[config.mk]
export PLATFORM = sky130hd
export DESIGN_NAME = float_div_ctrl
export DESIGN_NICKNAME = d
export VERILOG_FILES = /design/src/rtl/float_div_ctrl.sv
export SDC_FILE = /design/constraint.sdc
export NUM_CORES = 1
export LEC_CHECK = 0
export BUFFER_PORTS_ARGS = -buffer_cell sky130_fd_sc_hd__buf_2
export CAP_MARGIN = 5
export CORE_MARGIN = 2
export CORE_UTILIZATION = 42
export DETAILED_ROUTE_END_ITERATION = 10
export GPL_TIMING_DRIVEN = 1
export PLACE_DENSITY = 0.76
export REMOVE_ABC_BUFFERS = 1
export SLEW_MARGIN = 20
export SYNTH_ARGS = -nofsm -noshare
export SYNTH_HDL_FRONTEND = slang
export SYNTH_SLANG_ARGS = --single-unit
[constraint.sdc]
create_clock -name clk -period 1.8 [get_ports clk]
set_input_delay 0.18 -clock clk [delete_from_list [all_inputs] [get_ports clk]]
set_output_delay 0.18 -clock clk [all_outputs]
set_load 0.01 [all_outputs]
[src/rtl/float_div_ctrl.sv]
// float_div_ctrl: sequencer wrapped around the free-running iterative divider.
// Takes operand pairs on a valid/ready request channel, holds them on the
// divider inputs for a fixed window, then presents the captured quotient and
// flags on a valid/ready response channel. Operands whose result is known
// without dividing (Inf/NaN exponent, zero dividend) skip the divider.
module float_div_ctrl #(
  parameter int WAIT_CYCLES = 28,
  parameter int CNT_W       = 5
) (
  input  logic        clk,
  input  logic        rst,
  input  logic        req_valid,
  output logic        req_ready,
  input  logic [31:0] req_a,
  input  logic [31:0] req_b,
  output logic [31:0] div_a,
  output logic [31:0] div_b,
  input  logic [31:0] div_s,
  input  logic        div_ovf,
  input  logic        div_err,
  output logic        rsp_valid,
  input  logic        rsp_ready,
  output logic [31:0] rsp_s,
  output logic        rsp_ovf,
  output logic        rsp_err,
  output logic        rsp_fast,
  output logic        busy
);

  typedef enum logic [1:0] {
    ST_IDLE  = 2'd0,
    ST_ISSUE = 2'd1,
    ST_WAIT  = 2'd2,
    ST_RESP  = 2'd3
  } state_t;

  state_t             r_state;
  state_t             w_state_next;
  logic [CNT_W-1:0]   r_cnt;
  logic [31:0]        r_div_a;
  logic [31:0]        r_div_b;
  logic [31:0]        r_rsp_s;
  logic               r_rsp_ovf;
  logic               r_rsp_err;
  logic               r_rsp_fast;

  logic               w_a_exp_ff;
  logic               w_b_exp_ff;
  logic               w_a_zero;
  logic               w_b_zero;
  logic               w_fast;
  logic               w_cnt_done;

  // Operand classification for the fast path; only meaningful in IDLE.
  assign w_a_exp_ff = (req_a[30:23] == 8'hFF);
  assign w_b_exp_ff = (req_b[30:23] == 8'hFF);
  assign w_a_zero   = (req_a == 32'h0);
  assign w_b_zero   = (req_b == 32'h0);
  assign w_fast     = w_a_exp_ff | w_b_exp_ff | w_a_zero;
  assign w_cnt_done = (r_cnt == CNT_W'(WAIT_CYCLES - 1));

  // State register.
  always_ff @(posedge clk) begin
    if (rst) begin
      r_state <= ST_IDLE;
    end else begin
      r_state <= w_state_next;
    end
  end

  // Next-state logic; a request is accepted in IDLE only, never on the
  // response handshake edge.
  always_comb begin
    w_state_next = r_state;
    case (r_state)
      ST_IDLE: begin
        if (req_valid) begin
          w_state_next = w_fast ? ST_RESP : ST_ISSUE;
        end
      end
      ST_ISSUE: begin
        w_state_next = ST_WAIT;
      end
      ST_WAIT: begin
        if (w_cnt_done) begin
          w_state_next = ST_RESP;
        end
      end
      ST_RESP: begin
        if (rsp_ready) begin
          w_state_next = ST_IDLE;
        end
      end
      default: begin
        w_state_next = ST_IDLE;
      end
    endcase
  end

  // Datapath: operand latch, wait counter and result capture. The divider
  // inputs only move on an accept, so the divider never restarts spuriously.
  always_ff @(posedge clk) begin
    if (rst) begin
      r_cnt      <= '0;
      r_div_a    <= 32'h0;
      r_div_b    <= 32'h0;
      r_rsp_s    <= 32'h0;
      r_rsp_ovf  <= 1'b0;
      r_rsp_err  <= 1'b0;
      r_rsp_fast <= 1'b0;
    end else begin
      case (r_state)
        ST_IDLE: begin
          if (req_valid) begin
            r_div_a <= req_a;
            r_div_b <= req_b;
            if (w_a_exp_ff || w_b_exp_ff) begin
              r_rsp_s    <= 32'h7F80_0000;
              r_rsp_ovf  <= 1'b1;
              r_rsp_err  <= w_b_zero;
              r_rsp_fast <= 1'b1;
            end else if (w_a_zero) begin
              r_rsp_s    <= 32'h0;
              r_rsp_ovf  <= 1'b0;
              r_rsp_err  <= w_b_zero;
              r_rsp_fast <= 1'b1;
            end
          end
        end
        ST_ISSUE: begin
          // Identical operands leave the divider idle with its previous,
          // still-valid result, so the same wait window is safe either way.
          r_cnt <= '0;
        end
        ST_WAIT: begin
          r_cnt <= r_cnt + CNT_W'(1);
          if (w_cnt_done) begin
            r_rsp_s    <= div_s;
            r_rsp_ovf  <= div_ovf;
            r_rsp_err  <= div_err;
            r_rsp_fast <= 1'b0;
          end
        end
        default: begin
        end
      endcase
    end
  end

  assign req_ready = (r_state == ST_IDLE);
  assign rsp_valid = (r_state == ST_RESP);
  assign busy      = (r_state != ST_IDLE);
  assign div_a     = r_div_a;
  assign div_b     = r_div_b;
  assign rsp_s     = r_rsp_s;
  assign rsp_ovf   = r_rsp_ovf;
  assign rsp_err   = r_rsp_err;
  assign rsp_fast  = r_rsp_fast;

endmodule

==> out/qor.txt <==
worst path required time: 2060 ps
Skew-Pair Late Insertion Delay: 360 ps
clock transition at the registers of the reported paths: 110 ps
initial antenna violation count: 0
Synth cell types: 35
Synth Warn #: 0
Die Wd: 106 um
drt initial violations: 275
Core ar.: 0.0102 mm^2
final hold vios: 0
max-cap violation count: 0
CTS sink count: 106
initial core utilization: 42.7%
vias in the first global route: 4058
Cell Area, Synth: 0.00437 mm^2
PwrDens: 1300 mW/mm^2
final net count: 822
total CTS buffers: 9
hold endpoint: div_a[3]
Rel. slew slack: 77.0%
worst-path fanout max: 3
I/O Pins: 204
measured slew at the worst slew-check pin: 342 ps
proportion of layout cells with a drive suffix above 1: 37.1%
Tmin final: 1780 ps
reg2reg end: rsp_fast
setup slack, reg-to-reg: 20 ps
CP Capture Type: flop
hpwl dp: 8.80 mm
Total Routing Usage GR: 21.0%
Ant. Diodes: 0
RSZ-0062 raised after global routing: yes
Post-Synthesis Cells: 508
routability cong.: 0.837
total number of vias: 4376
Post-Syn Area per Cell: 8.61 um^2
fin util: 59.1%
#FFs+latches synth: 106
Die Area: 0.0112 mm^2
P_leak: 2.66 nW
final instance area: 0.00605 mm^2
Congestion Overflow GR: 0
Max Clk Rate: 561 MHz
synthesis-to-finish area growth: 38.3%
CTS tree: done
Max Clock Skew: 10.7 ps
Pins Over Slew Limit: 0
drt pass-1 iters: 7
CP startpoint kind: flop
pin count of the biggest net entering global routing: 68
HP Class: in2reg
# port buffers: 203
Final ANT Viol Nets: 0
post-cts hold buffer count: 0
final setup fails: 0
first-pass GRT wire length: 19.3 mm
worst hold stages: 3
CTS Buffer Depth: 2
Die Y: 106 um
area of placed instances: 0.00565 mm^2
post-synthesis sequential area ratio: 48.5%
htree depth: 3
CTS root buffer: clkbuf_8
drt wl/cell: 14.4 um
worst r2r path cells: 7
Worst EP arrival: 2040 ps
period utilization: 98.9%
Tot Pwr: 7.85 mW
vias per cell: 5.11
drc violations: 0
status: completed
drt total wl: 12.3 mm
row count: 37
hold_sp: req_a[3]
Crit Path Category: reg2reg
setup TNS: 0 ps
Peak VDD IR: 544 uV
worst flop-to-flop path startpoint: r_cnt[0]
==> Yosys cell counts <==
cell | count | area share [%]
a2111oi_1 | 1 | 0.23
a211oi_1 | 1 | 0.17
a21o_1 | 1 | 0.17
a21oi_1 | 66 | 7.6
a2bb2oi_1 | 1 | 0.20
a311o_1 | 1 | 0.23
a31oi_1 | 1 | 0.14
a31oi_2 | 1 | 0.29
and2_1 | 2 | 0.29
and4b_1 | 1 | 0.23
buf_1 | 2 | 0.17
buf_12 | 3 | 1.4
buf_6 | 1 | 0.26
clkbuf_1 | 30 | 2.6
dfxtp_1 | 106 | 49
ha_1 | 5 | 1.4
inv_1 | 3 | 0.26
inv_2 | 2 | 0.17
mux2_1 | 1 | 0.26
mux2i_1 | 34 | 7.8
nand2_1 | 131 | 11
nand2b_1 | 33 | 4.7
nand3b_1 | 24 | 4.1
nand4_1 | 10 | 1.4
nand4b_1 | 1 | 0.20
nor2_1 | 8 | 0.69
nor2b_1 | 2 | 0.29
nor3_1 | 2 | 0.23
nor4_1 | 15 | 2.1
o21ai_0 | 9 | 1.0
o21ai_1 | 2 | 0.23
or2_1 | 3 | 0.43
or3_1 | 1 | 0.14
xnor2_1 | 1 | 0.20
xor2_1 | 3 | 0.60
==> report_power, final <==
group | internal [mW] | leakage, nW | switching (mW)
sequential | 2.72 | 0.866 | 0.206
combinational | 1.63 | 1.69 | 1.79
clock | 0.663 | 0.102 | 0.843
total | 5.01 | 2.66 | 2.84
==> flip-flops by register name (all words and copies together) (netlist names) <==
signal / flops
div_a: 32
div_b: 32
r_cnt: 5
r_state: 2
rsp_err: 1
rsp_fast: 1
rsp_ovf: 1
rsp_s: 32
==> stage by stage <==
step / hold slack [ps] / cells / setup WS [ps]
6_report: 47.5 / 856 / 19.0
3_5_place_dp: 437 / 835 / -239
3_3_place_gp: 430 / 835 / -126
5_1_grt: 33.5 / 856 / -22.7
2_1_floorplan: 249 / 472 / -1560
4_1_cts: 35.7 / 854 / 9.01
==> per-layer routing <==
layer	global-route usage, %	share of wire [%]	up-vias
met3	4.78	6.8	16
met2	35.5	47	172
met5	0	0	-
li1	-	-	2132
met1	26.4	44	2056
met4	6.86	1.4	0
==> worst max path at each step <==
| stage | start | endpoint | cells after the start |
|---|---|---|---|
| final | r_cnt[0] | rsp_fast | 7 |
| after global routing | r_cnt[0] | rsp_s[19] | 7 |
| after CTS | r_cnt[1] | rsp_s[15] | 8 |
| after detailed placement | r_state[0] | rsp_err | 7 |
| after global placement | req_a[3] | rsp_s[12] | 8 |
| after floorplan | r_state[0] | rsp_fast | 5 |
==> cell families (layout without fill, tap and decap cells) <==
family / Yosys count / count (layout) / share of synthesized area (%)
buffers and inverters: 41 / 253 / 4.81
AOI/OAI and AO/OA: 84 / 84 / 10.2
adders and majority gates: 5 / 5 / 1.43
muxes: 35 / 35 / 8.04
xor gates and xnor gates: 4 / 4 / 0.801
DFF: 106 / 106 / 48.5
and+or+nand+nor: 233 / 233 / 26.2
==> layout make-up <==
type                    instances  area (um^2)
fillers                       894         4180
flip-flops and latches        106         2130
multi-input cells             361         2160
well taps                     136          170
clock inverters                 6         70.1
repair buffers                232         1370
clock buffers                  10          128
inverters                       5         21.3
==> repair_timing <==
action                     4_1_cts  5_1_grt
resized for setup               11       15
buffers inserted                 2        1
setup endpoints to repair       35       35
pin swaps                        2        3
gates cloned                     1        1
==> cells in the final DEF (no fill, tap or decap), types with 9 or more instances in the layout <==
cell type / netlist / routed
nor4_1: 15 / 14
nand4_1: 10 / 10
clkbuf_8: 0 / 9
a21oi_1: 66 / 66
nand3b_1: 24 / 24
buf_2: 0 / 202
dfxtp_1: 106 / 102
mux2i_1: 34 / 33
buf_4: 0 / 20
nand2b_1: 33 / 33
nand2_1: 131 / 130
==> critical path, stage by stage, from the launching register on <==
cell and delay (ps):
dfxtp_2 370, ha_4 150, nand4b_1 160, a2bb2oi_4 190
o21ai_4 90, a31oi_4 210, buf_4 170, mux2_1 320
Note: power is estimated with default switching activity, not from simulation.
